## src/rtl/alu_pkg.sv

```systemverilog
// Shared types for the 8-bit ALU issue path: operand widths, op codes and the
// decoded-op bundle passed from decode into the EX register.
package alu_pkg;

    localparam int unsigned W    = 8;
    localparam int unsigned RD_W = 3;

    typedef logic [1:0] scode_t;
    typedef logic [2:0] acode_t;

    typedef struct packed {
        logic [W-1:0]    a;
        logic [W-1:0]    b;
        logic            is_shift;
        scode_t          scode;
        acode_t          acode;
        logic            update_z_c;
        logic            use_carry;
        logic [RD_W-1:0] rd;
        logic            we;
    } ex_op_t;

endpackage

```

## src/rtl/alu_flag_reg.sv

```systemverilog
// Architectural Z/C flag register with update enable; also gates the C flag
// onto the ALU carry input for ops that consume it.
module alu_flag_reg (
    input  logic clk,
    input  logic rst,
    input  logic upd_en,
    input  logic z_in,
    input  logic c_in,
    input  logic use_carry,
    output logic flag_z,
    output logic flag_c,
    output logic carry_in
);

    logic flag_z_q, flag_z_d;
    logic flag_c_q, flag_c_d;

    always_comb begin
        flag_z_d = flag_z_q;
        flag_c_d = flag_c_q;
        if (upd_en) begin
            flag_z_d = z_in;
            flag_c_d = c_in;
        end
    end

    always_ff @(posedge clk or posedge rst) begin
        if (rst) begin
            flag_z_q <= 1'b0;
            flag_c_q <= 1'b0;
        end else begin
            flag_z_q <= flag_z_d;
            flag_c_q <= flag_c_d;
        end
    end

    assign flag_z   = flag_z_q;
    assign flag_c   = flag_c_q;
    assign carry_in = use_carry & flag_c_q;

endmodule

```

## src/rtl/alu_issue_ctrl.sv

```systemverilog
// Initiator side of the combinational 8-bit ALU: EX register drives the ALU,
// WB register captures its result; valid/ready handshakes on both sides.
module alu_issue_ctrl
    import alu_pkg::ex_op_t;
#(
    parameter int unsigned W     = 8,
    parameter int unsigned RD_W  = 3,
    parameter int unsigned CNT_W = 16
) (
    input  logic             clk,
    input  logic             rst,
    input  logic             flush,
    input  logic             id_valid,
    output logic             id_ready,
    input  logic [W-1:0]     id_a,
    input  logic [W-1:0]     id_b,
    input  logic             id_is_shift,
    input  logic [1:0]       id_scode,
    input  logic [2:0]       id_acode,
    input  logic             id_update_z_c,
    input  logic             id_use_carry,
    input  logic [RD_W-1:0]  id_rd,
    input  logic             id_we,
    output logic [W-1:0]     alu_a,
    output logic [W-1:0]     alu_b,
    output logic             alu_carry_in,
    output logic             alu_is_shift,
    output logic             alu_update_z_c,
    output logic [1:0]       alu_scode,
    output logic [2:0]       alu_acode,
    input  logic [W-1:0]     alu_r,
    input  logic             alu_zero,
    input  logic             alu_carry_out,
    output logic             wb_valid,
    input  logic             wb_ready,
    output logic [W-1:0]     wb_data,
    output logic [RD_W-1:0]  wb_rd,
    output logic             wb_we,
    output logic             flag_z,
    output logic             flag_c,
    output logic [CNT_W-1:0] retired
);

    ex_op_t           ex_q, ex_d;
    logic             ex_valid_q, ex_valid_d;
    logic             wb_valid_q, wb_valid_d;
    logic [W-1:0]     wb_data_q, wb_data_d;
    logic [RD_W-1:0]  wb_rd_q, wb_rd_d;
    logic             wb_we_q, wb_we_d;
    logic [CNT_W-1:0] retired_q, retired_d;

    logic ex_adv;
    logic id_fire;
    logic commit;

    always_comb begin
        ex_adv   = ex_valid_q & (~wb_valid_q | wb_ready);
        id_ready = ~ex_valid_q | ex_adv;
        id_fire  = id_valid & id_ready & ~flush;
        commit   = ex_adv & ~flush;

        ex_d       = ex_q;
        ex_valid_d = ex_valid_q;
        if (id_fire) begin
            ex_d.a          = id_a;
            ex_d.b          = id_b;
            ex_d.is_shift   = id_is_shift;
            ex_d.scode      = id_scode;
            ex_d.acode      = id_acode;
            ex_d.update_z_c = id_update_z_c;
            ex_d.use_carry  = id_use_carry;
            ex_d.rd         = id_rd;
            ex_d.we         = id_we;
            ex_valid_d      = 1'b1;
        end else if (ex_adv || flush) begin
            ex_valid_d = 1'b0;
        end

        wb_valid_d = wb_valid_q;
        wb_data_d  = wb_data_q;
        wb_rd_d    = wb_rd_q;
        wb_we_d    = wb_we_q;
        retired_d  = retired_q;
        // A flushed EX op still frees EX, but the WB slot only drains if it is not refilled.
        if (commit) begin
            wb_valid_d = 1'b1;
            wb_data_d  = alu_r;
            wb_rd_d    = ex_q.rd;
            wb_we_d    = ex_q.we;
            retired_d  = retired_q + CNT_W'(1);
        end else if (wb_valid_q && wb_ready) begin
            wb_valid_d = 1'b0;
        end
    end

    always_ff @(posedge clk or posedge rst) begin
        if (rst) begin
            ex_q       <= '0;
            ex_valid_q <= 1'b0;
            wb_valid_q <= 1'b0;
            wb_data_q  <= '0;
            wb_rd_q    <= '0;
            wb_we_q    <= 1'b0;
            retired_q  <= '0;
        end else begin
            ex_q       <= ex_d;
            ex_valid_q <= ex_valid_d;
            wb_valid_q <= wb_valid_d;
            wb_data_q  <= wb_data_d;
            wb_rd_q    <= wb_rd_d;
            wb_we_q    <= wb_we_d;
            retired_q  <= retired_d;
        end
    end

    alu_flag_reg u_flags (
        .clk       (clk),
        .rst       (rst),
        .upd_en    (commit & ex_q.update_z_c),
        .z_in      (alu_zero),
        .c_in      (alu_carry_out),
        .use_carry (ex_q.use_carry),
        .flag_z    (flag_z),
        .flag_c    (flag_c),
        .carry_in  (alu_carry_in)
    );

    assign alu_a          = ex_q.a;
    assign alu_b          = ex_q.b;
    assign alu_is_shift   = ex_q.is_shift;
    assign alu_update_z_c = ex_q.update_z_c;
    assign alu_scode      = ex_q.scode;
    assign alu_acode      = ex_q.acode;

    assign wb_valid = wb_valid_q;
    assign wb_data  = wb_data_q;
    assign wb_rd    = wb_rd_q;
    assign wb_we    = wb_we_q;
    assign retired  = retired_q;

endmodule

```

## config.mk

```make
export PLATFORM = sky130hd
export DESIGN_NAME = alu_issue_ctrl
export DESIGN_NICKNAME = d
export VERILOG_FILES = /design/src/rtl/alu_pkg.sv /design/src/rtl/alu_flag_reg.sv /design/src/rtl/alu_issue_ctrl.sv
export SDC_FILE = /design/constraint.sdc
export NUM_CORES = 1
export LEC_CHECK = 0
export CORE_AREA = 2 2 60 90
export DETAILED_ROUTE_END_ITERATION = 7
export DIE_AREA = 0 0 62 92
export DONT_BUFFER_PORTS = 1
export PLACE_DENSITY_LB_ADDON = 0.1
export SKIP_LAST_GASP = 1
export SLEW_MARGIN = 20
export SYNTH_ARGS = -nofsm -noshare
export SYNTH_HDL_FRONTEND = slang
export SYNTH_SLANG_ARGS = --single-unit
```

## constraint.sdc

```tcl
create_clock -name clk -period 1.8 [get_ports clk]
set_input_delay 0.18 -clock clk [delete_from_list [all_inputs] [get_ports clk]]
set_output_delay 0.18 -clock clk [all_outputs]
set_load 0.02 [all_outputs]
```

## Word level (Yosys, flattened, before mapping)

Index checks and enable logic that the tools add are counted.

| operators by class | value |
|---|---|
| multiplexer cells | 4 |
| reduce and logical (&&, ||, !) cells | 4 |
| shift-type cells | 0 |
| multipliers | 0 |
| $lt $le $gt $ge | 0 |
| $add $sub $neg | 1 |
| equal/unequal tests | 0 |
| div/mod/pow operators | 0 |
| bitwise operators | 11 |

Operators by type and width:

| kind | count |
|---|---|
| adder 16 x 1 -> 16 bit, second input constant | 1 |
| bitwise AND 1 bit | 6 |
| 2-to-1 mux 1 bit | 4 |
| nonzero test 2 bit | 2 |
| NOT 1 bit | 3 |
| bitwise OR 1 bit | 2 |
| logical AND 1 bit | 1 |
| logical OR 1 bit | 1 |

| word-level totals | value |
|---|---|
| memory bits (read-only) | 0 |
| register bits after elaboration | 60 |
| word-level logic and storage cells | 37 |
| memories kept | 0 |
| bits in latches | 0 |
| bits in writable memories | 0 |
| output and inout bits | 56 |
| bits of input ports | 43 |

## Logic depth before layout (Yosys ltp)

Gate-level depths: netlist of run 1.

| logic depth | value |
|---|---|
| word-level depth | 7 |
| gate-level depth with buffers | 6 |
| depth with buffers taken out | 5 |

## By module

From an unflattened synthesis of run 1, not the netlist that was laid out.

| second synthesis, totals | value |
|---|---|
| cell total of the unflattened synthesis | 183 |
| area total of the unflattened synthesis | 2703.8 um^2 |

Modules (own cells, without submodules):

| module | times used | area each (um^2) | seq. area each (um^2) | cells each |
|---|---|---|---|---|
| alu_issue_ctrl | 1 | 2621.3 | 1451.4 | 177 |
| alu_flag_reg | 1 | 82.6 | 50.0 | 6 |

## Least setup slack after synthesis of run 1

OpenSTA, ideal clock, no wires.

| timing | value |
|---|---|
| path type | register to register |
| start point | reg wb_valid_q (netlist: wb_valid) |
| end point | reg ex_q (netlist bit alu_acode[0]) |
| setup slack | 60 ps |
| buffers on the path | 2 |
| clock period less this slack | 1740 ps |
| arrival | 1615 ps |
| stages on the path, launching flop included | 7 |
| library setup time | 125 ps |
| cell sequence | dfrtp_1 -> nor2b_4 -> nand2_1 -> nand3b_1 -> buf_6 -> buf_12 -> mux2_2 |

| between the ends | value |
|---|---|
| cells in the longest elaborated chain, start to end | 6 |

Ends and longest elaborated chain:

| item | line | source |
|---|---|---|
| from (decl) | alu_issue_ctrl.sv:46 | `logic wb_valid_q, wb_valid_d;` |
| from (signal assigned) | alu_issue_ctrl.sv:108 | `wb_valid_q <= wb_valid_d;` |
| NOT 1 bit | alu_issue_ctrl.sv:57 | `ex_adv = ex_valid_q & (~wb_valid_q \| wb_ready);` |
| bitwise OR 1 bit | alu_issue_ctrl.sv:57 |  |
| bitwise AND 1 bit | alu_issue_ctrl.sv:57 |  |
| bitwise OR 1 bit | alu_issue_ctrl.sv:58 | `id_ready = ~ex_valid_q \| ex_adv;` |
| named net id_ready | alu_issue_ctrl.sv:14 | `output logic id_ready,` |
| bitwise AND 1 bit (2 in series) | alu_issue_ctrl.sv:59 | `id_fire = id_valid & id_ready & ~flush;` |
| to (signal assigned) | alu_issue_ctrl.sv:98 | `ex_q <= '0;` |
| to (signal assigned) | alu_issue_ctrl.sv:106 | `ex_q <= ex_d;` |
| to (decl) | alu_issue_ctrl.sv:44 | `ex_op_t ex_q, ex_d;` |

The timed path passes the listed nets, and every way through them passes these cells.
A chain may end at the register's enable or synchronous reset.

## Worst setup path after layout of run 1

| timing | value |
|---|---|
| start point | reg retired_q[1] (netlist: retired[1]) |
| end point | reg retired_q[10] (netlist: retired[10]) |

| between the ends | value |
|---|---|
| cells in the longest elaborated chain, start to end | 1 |

Ends and longest elaborated chain:

| item | line | source |
|---|---|---|
| from (decl) | alu_issue_ctrl.sv:50 | `logic [CNT_W-1:0] retired_q, retired_d;` |
| from (signal assigned) | alu_issue_ctrl.sv:112 | `retired_q <= retired_d;` |
| adder 16 x 1 -> 16 bit | alu_issue_ctrl.sv:90 | `retired_d = retired_q + CNT_W'(1);` |

No other way between the ends.

==> impl_metrics.env, run 1 <==
export IMPL_status="complete, no violations"
export IMPL_worst_pin_slew_ns=0.4756
export IMPL_cts_buffer_depth=2
export IMPL_setup_violations=0
export IMPL_leakage_nw=1.412
export IMPL_tns_ns=0
export IMPL_rsz0062_at_grt="no"
export IMPL_grt_pass1_vias=1636
export IMPL_grt_overflow_total=0
export IMPL_drive_above_1_share_pct=32.29
export IMPL_min_period_ns=1.537
export IMPL_ys_ff_latch=60
export IMPL_min_path_cells=1
export IMPL_synthSimpleGateAreaFrac_pct=8.924
export IMPL_r2r_start="retired[1]$_DFFE_PP0P_"
export IMPL_drc=0
export IMPL_cp_start_kind="flop"
export IMPL_slew_headroom_pct=68.25
export IMPL_cts_made_buffers=9
export IMPL_ys_seq_area_share_pct=57.89
export IMPL_cts_root_buffer="clkbuf_8"
export IMPL_cap_viol_max_count=0
export IMPL_worstSetupEndpointType="flop"
export IMPL_reg2reg_depth=5
export IMPL_max_freq_mhz=650.7
export IMPL_hold_path_end="u_flags.flag_c$_DFFE_PP0P_"
export IMPL_slew_viol_final=0
export IMPL_p_per_area_nw_per_um2=1135
export IMPL_fin_area_um2=3136
export IMPL_clk_latency_ns=0.33
export IMPL_crit_start="retired[1]$_DFFE_PP0P_"
export IMPL_synth_area_um2=2594
export IMPL_syn2layout_area_growth_pct=20.89
export IMPL_synthCells=182
export IMPL_post_cts_buffers=0
export IMPL_std_cell_rows=32
export IMPL_drtIter0Drc=91
export IMPL_fin_hold_ws_ns=0.02094
export IMPL_syn_nets=226
export IMPL_gp_congestion=0.7922
export IMPL_clkSinkCount=60
export IMPL_die_x_um=62
export IMPL_synthAdderAreaFrac_pct=0.4824
export IMPL_arrival_ns=1.74
export IMPL_synthXorXnorAreaFrac_pct=5.065
export IMPL_hold_viol=0
export IMPL_die_area_um2=5704
export IMPL_htree_num_levels=3
export IMPL_regToRegSetupSlack_ns=0.26
export IMPL_ant_nets=0
export IMPL_hold_path_class="in2reg"
export IMPL_place_area_um2=2566
export IMPL_fin_skew_ns=0.003219
export IMPL_hp_start="alu_carry_out"
export IMPL_via_count=1508
export IMPL_routed_wirelength_um=4976
export IMPL_synthMuxAreaShare_pct=18.81
export IMPL_drt_wirelength_per_cell_um=17.10
export IMPL_cp_max_fo=4
export IMPL_clk_pin_slew_ns=0.06
export IMPL_avgSynthCellArea_um2=14.25
export IMPL_start_util_pct=51.83
export IMPL_antenna_found_initial=0
export IMPL_cts_resized=0
export IMPL_finalCritPeriodShare_pct=85.37
export IMPL_ioPinCount=99
export IMPL_die_h_um=92
export IMPL_ys_warn_count=0
export IMPL_synth_cell_types=26
export IMPL_dp_hpwl_um=3258
export IMPL_fin_nets=263
export IMPL_timing_rr_end="retired[10]$_DFFE_PP0P_"
export IMPL_avgViaCountPerCell=5.182
export IMPL_grt_pass1_wl_um=7797
export IMPL_synth_compound_area_share_pct=0.1930
export IMPL_tritoncts="done"
export IMPL_grt_total_usage_pct=19.31
export IMPL_synth_top_family_by_area="multiplexers"
export IMPL_cp_required_ns=2.01
export IMPL_crit_type="reg2reg"
export IMPL_grt_max_degree=40
export IMPL_num_antenna_cells=0
export IMPL_peakVddDrop_mv=0.6839
export IMPL_coreArea_um2=5005
export IMPL_firstDrtPassIters=4
export IMPL_io_buffers=0
logic make-up (layout without fill, tap and decap cells):
group / count (synthesis) / count (layout)
AND/OR/NAND/NOR: 36 / 36
buffers and inverters: 26 / 67
adder cells (fa/ha/maj): 1 / 1
AO/OA/AOI/OAI: 1 / 1
XOR/XNOR: 15 / 15
flip-flops: 60 / 60
multiplexers: 43 / 43
cells in the final DEF (no fill, tap or decap), drive strengths merged:
master / instances
nand3b: 1
or2b: 1
nand2b: 1
nand3: 6
dlygate4sd3: 40
a21oi: 1
mux2: 43
nor2: 2
nand2: 7
xnor2: 8
nor2b: 2
nor4: 1
clkinv: 2
ha: 1
and3: 5
inv: 1
buf: 11
nand4: 3
and2: 2
dfrtp: 60
clkbuf: 13
and4: 2
xor2: 7
nor3: 3
worst max-delay path by stage:
stage                               end  cells after the start
6_report        retired[10]$_DFFE_PP0P_                      5
5_1_grt          retired[8]$_DFFE_PP0P_                      5
4_1_cts         retired[10]$_DFFE_PP0P_                      5
3_5_place_dp    retired[10]$_DFFE_PP0P_                      5
3_3_place_gp     retired[8]$_DFFE_PP0P_                      5
2_1_floorplan  alu_acode[0]$_DFFE_PP0P_                      6
final cells by class:
class	instances	area, um2
Multi-Input combinational cell	96	868.3
Inverter	1	3.754
Clock buffer	13	158.9
Fill cell	400	1869
Sequential cell	60	1501
Timing Repair Buffer	51	508.0
Tap cell	68	85.08
Clock inverter	2	10.01
routing by layer:
layer  track usage (%)  up-vias  routed length (um)  part of all wire (%)
met1             19.22      747                1714                    34
met2             32.03       71                2751                    55
met3             8.181       12                 405                   8.1
met4             10.64        0                 104                   2.1
met5                 0        -                   0                     0
li1                  -      678                   -                     -
Yosys cell counts (all sizes together):
| cell | instances | area share, % |
|---|---|---|
| nand2b | 1 | 0.53 |
| nand2 | 7 | 1.0 |
| nor2b | 2 | 0.77 |
| a21oi | 1 | 0.19 |
| and4 | 2 | 0.68 |
| and3 | 5 | 1.2 |
| nor4 | 1 | 0.82 |
| dfrtp | 60 | 58 |
| nand3b | 1 | 0.29 |
| nand3 | 6 | 1.2 |
| nor3 | 3 | 0.58 |
| mux2 | 43 | 19 |
| ha | 1 | 0.48 |
| nand4 | 3 | 0.72 |
| xnor2 | 8 | 2.7 |
| nor2 | 2 | 0.39 |
| buf | 25 | 8.5 |
| xor2 | 7 | 2.4 |
| or2b | 1 | 0.29 |
| and2 | 2 | 0.48 |
| inv | 1 | 0.14 |
state kept, by name, summed over array words and instances (netlist names):
register	flops
ex_valid_q	1
alu_a	8
retired	16
wb_valid	1
alu_acode	3
alu_scode	2
u_flags.flag_z	1
ex_q	5
wb_rd	3
wb_we	1
wb_data	8
alu_b	8
u_flags.flag_c	1
alu_update_z_c	1
alu_is_shift	1
worst max-delay path, cell delays in order, from the launching register on:
cell     delay [ns]
dfrtp_1        0.49
ha_1           0.21
and2_1         0.17
and4_1         0.29
nand3_1        0.12
xnor2_1        0.14
repair_timing:
action,in CTS,in global routing
endpoints found under the setup margin,0,0
hold endpoints to repair,59,0
hold buffers,40,0
power breakdown:
| group | leakage [nW] | internal (mW) | total (mW) | switching, mW |
|---|---|---|---|---|
| clock | 0.0893 | 0.563 | 1.02 | 0.460 |
| combinational | 0.585 | 0.313 | 0.549 | 0.235 |
| sequential | 0.738 | 1.58 | 1.99 | 0.406 |
| total | 1.41 | 2.46 | 3.56 | 1.10 |
through the flow:
stage	power (mW)	utilization, %	cells	setup WS (ns)
CTS	3.601	62.65	291	0.2357
global placement	2.463	51.28	236	0.2912
detailed placement	2.491	51.28	236	0.2454
floorplan	2.429	-	182	0.06016
finish	3.558	62.65	291	0.2633
global route	3.761	62.65	291	0.1898
No activity file was read; power rests on OpenSTA's default activity.
==> run 2: changes to the inputs <==
--- a/config.mk
+++ b/config.mk
@@ -7,5 +7,5 @@
 export LEC_CHECK = 0
-export CORE_AREA = 2 2 60 90
+export CORE_AREA = 2 2 59 89
 export DETAILED_ROUTE_END_ITERATION = 7
-export DIE_AREA = 0 0 62 92
+export DIE_AREA = 0 0 61 91
 export DONT_BUFFER_PORTS = 1
==> constraint.sdc (replaced) <==
create_clock -name clk -period 1.8 [get_ports clk]
set_input_delay 0.36 -clock clk [delete_from_list [all_inputs] [get_ports clk]]
set_output_delay 0.36 -clock clk [all_outputs]
set_load 0.02 [all_outputs]
==> impl_metrics.env, run 2 (synthesis results as in run 1) <==
export IMPL_clk_pin_slew_ns=0.07
export IMPL_multi_input_area_um2=868.3
export IMPL_leakage_nw=1.232
export IMPL_place_area_um2=2547
export IMPL_min_period_ns=1.598
export IMPL_crit_type="reg2reg"
export IMPL_swShare_pct=31.12
export IMPL_timing_final_ws_setup_ns=0.2015
export IMPL_pwr_share_comb_pct=11.5
export IMPL_grt_pass1_wl_um=6734
export IMPL_layout_common_cells="dfrtp_1, mux2_2, clkbuf_8, buf_4, xnor2_1"
export IMPL_ant_nets=0
export IMPL_cp_required_ns=2.00
export IMPL_avgViaCountPerCell=5.317
export IMPL_cts_root_buffer="clkbuf_8"
export IMPL_final_common_cell="dfrtp_1"
export IMPL_cp_start_kind="flop"
export IMPL_fin_skew_ns=0.01133
export IMPL_slew_headroom_pct=66.52
export IMPL_grt_overflow_total=0
export IMPL_clkSinkCount=60
export IMPL_htree_num_levels=3
export IMPL_largest_reg_flops=16
export IMPL_max_freq_mhz=625.6
export IMPL_total_power_mw=3.442
export IMPL_grt_max_degree=39
export IMPL_via_count=1324
export IMPL_arrival_ns=1.80
export IMPL_grt_pass1_vias=1464
export IMPL_die_h_um=91
export IMPL_io_buffers=0
export IMPL_worstPathCellList="nand3_1 > nor3_1 > nand4_1 > xnor2_1"
export IMPL_worst_pin_slew_ns=0.5011
export IMPL_cts_made_buffers=9
export IMPL_grt_total_usage_pct=16.94
export IMPL_slew_viol_final=0
export IMPL_drive_above_1_share_pct=38.80
export IMPL_p_int_mw=2.371
export IMPL_tritoncts="done"
export IMPL_finalCritPeriodShare_pct=88.80
export IMPL_cpMaxStageDelayCell="dfrtp_1"
export IMPL_ioPinCount=99
export IMPL_dp_hpwl_um=3270
export IMPL_drt_wirelength_per_cell_um=17.00
export IMPL_cts_resized=0
export IMPL_start_util_pct=54.37
export IMPL_slowest_delay_ns=0.51
export IMPL_routed_wirelength_um=4233
export IMPL_drc=0
export IMPL_firstDrtPassIters=4
export IMPL_clkPwrFrac_pct=29.7
export IMPL_critPathBufInv=0
export IMPL_pre_cts_ws_ns=0.2107
export IMPL_p_per_area_nw_per_um2=1262
export IMPL_rsz0062_at_grt="no"
export IMPL_die_x_um=61
export IMPL_cpLargestDelayFamily="simple AND/OR/NAND/NOR gates"
export IMPL_tns_ns=0
export IMPL_worstSetupEndpointType="flop"
export IMPL_hold_path_class="in2reg"
export IMPL_hold_viol=0
export IMPL_setup_violations=0
export IMPL_die_area_um2=5551
export IMPL_peakVddDrop_mv=0.6526
export IMPL_seqPwrFrac_pct=58.8
export IMPL_fin_nets=223
export IMPL_gp_congestion=0.7923
export IMPL_regArea_um2=1501
export IMPL_std_cell_rows=31
export IMPL_cts_buffer_depth=2
export IMPL_clk_latency_ns=0.33
export IMPL_coreArea_um2=4771
export IMPL_cp_max_fo=4
export IMPL_cap_viol_max_count=0
export IMPL_syn2layout_area_growth_pct=5.113
export IMPL_drtIter0Drc=18
export IMPL_antenna_found_initial=0
export IMPL_fin_area_um2=2726
export IMPL_switchingPower_mw=1.071
export IMPL_nFillCells=401
export IMPL_num_antenna_cells=0
export IMPL_status="complete, no violations"
[run 2: changes by cell type in the layout (fill, tap and decap cells not counted), sizes merged]
cell | previous run | this run
buf | 11 | 10
clkinvlp | 0 | 1
dlygate4sd3 | 40 | 1
inv | 1 | 0
[run 2: metrics by stage]
| step | instances | hold slack, ns | util, % |
|---|---|---|---|
| after detailed placement | 233 | 0.2924 | 53.40 |
| final | 249 | 0.1004 | 57.15 |
| after global routing | 249 | 0.07440 | 57.15 |
| after global placement | 233 | 0.2805 | 53.40 |
| after floorplan | 182 | 0.4264 | - |
| after CTS | 249 | 0.07978 | 57.15 |
[run 2: worst register-to-register path: cells and delay by family (launching register included)]
family           cells  cell delay (ns)
XOR/XNOR             1             0.15
flip-flops           1             0.51
AND/OR/NAND/NOR      3             0.81
[run 2: worst paths after layout]
check                                        from                        to  slack [ns]  cells past startpoint
min                                         flush    ex_valid_q$_DFFE_PP0P_        0.10                      1
min in group asynchronous                     rst  alu_scode[0]$_DFFE_PP0P_        0.56                      2
max                        retired[2]$_DFFE_PP0P_   retired[15]$_DFFE_PP0P_        0.20                      4
min reg2reg                   ex_q[3]$_DFFE_PP0P_       ex_q[3]$_DFFE_PP0P_        0.50                      1
max reg2reg                retired[2]$_DFFE_PP0P_   retired[15]$_DFFE_PP0P_        0.20                      4
max in group asynchronous                     rst    ex_valid_q$_DFFE_PP0P_        0.71                      3
[run 2: power by group through the flow]
stage,Combinational (mW),Clock [mW],Sequential (mW)
floorplan,0.519,0,1.91
global placement,0.382,0,2.04
detailed placement,0.403,0,2.05
CTS,0.407,1.07,2.03
global route,0.436,1.14,2.06
finish,0.396,1.02,2.02
[run 2: area by class of cell]
type | count | area share (%)
clock buffers | 13 | 5.828
clock inverters | 2 | 0.3671
inverters | 1 | 0.2754
multi-input cells | 96 | 31.85
flip-flops and latches | 60 | 55.07
well taps | 66 | 3.029
repair buffers | 11 | 3.580
[run 2: repair_timing]
item / in CTS / in global routing
hold buffers: 1 / 0
endpoints found under the hold margin: 22 / 0
setup buffers: 0 / 0
[run 2: per-layer routing]
layer	up-vias	global-route usage, %	part of all wire [%]
li1	594	-	-
met3	5	9.544	11
met4	0	8.696	1.4
met1	658	16.56	34
met5	-	0	0
met2	67	27.42	54
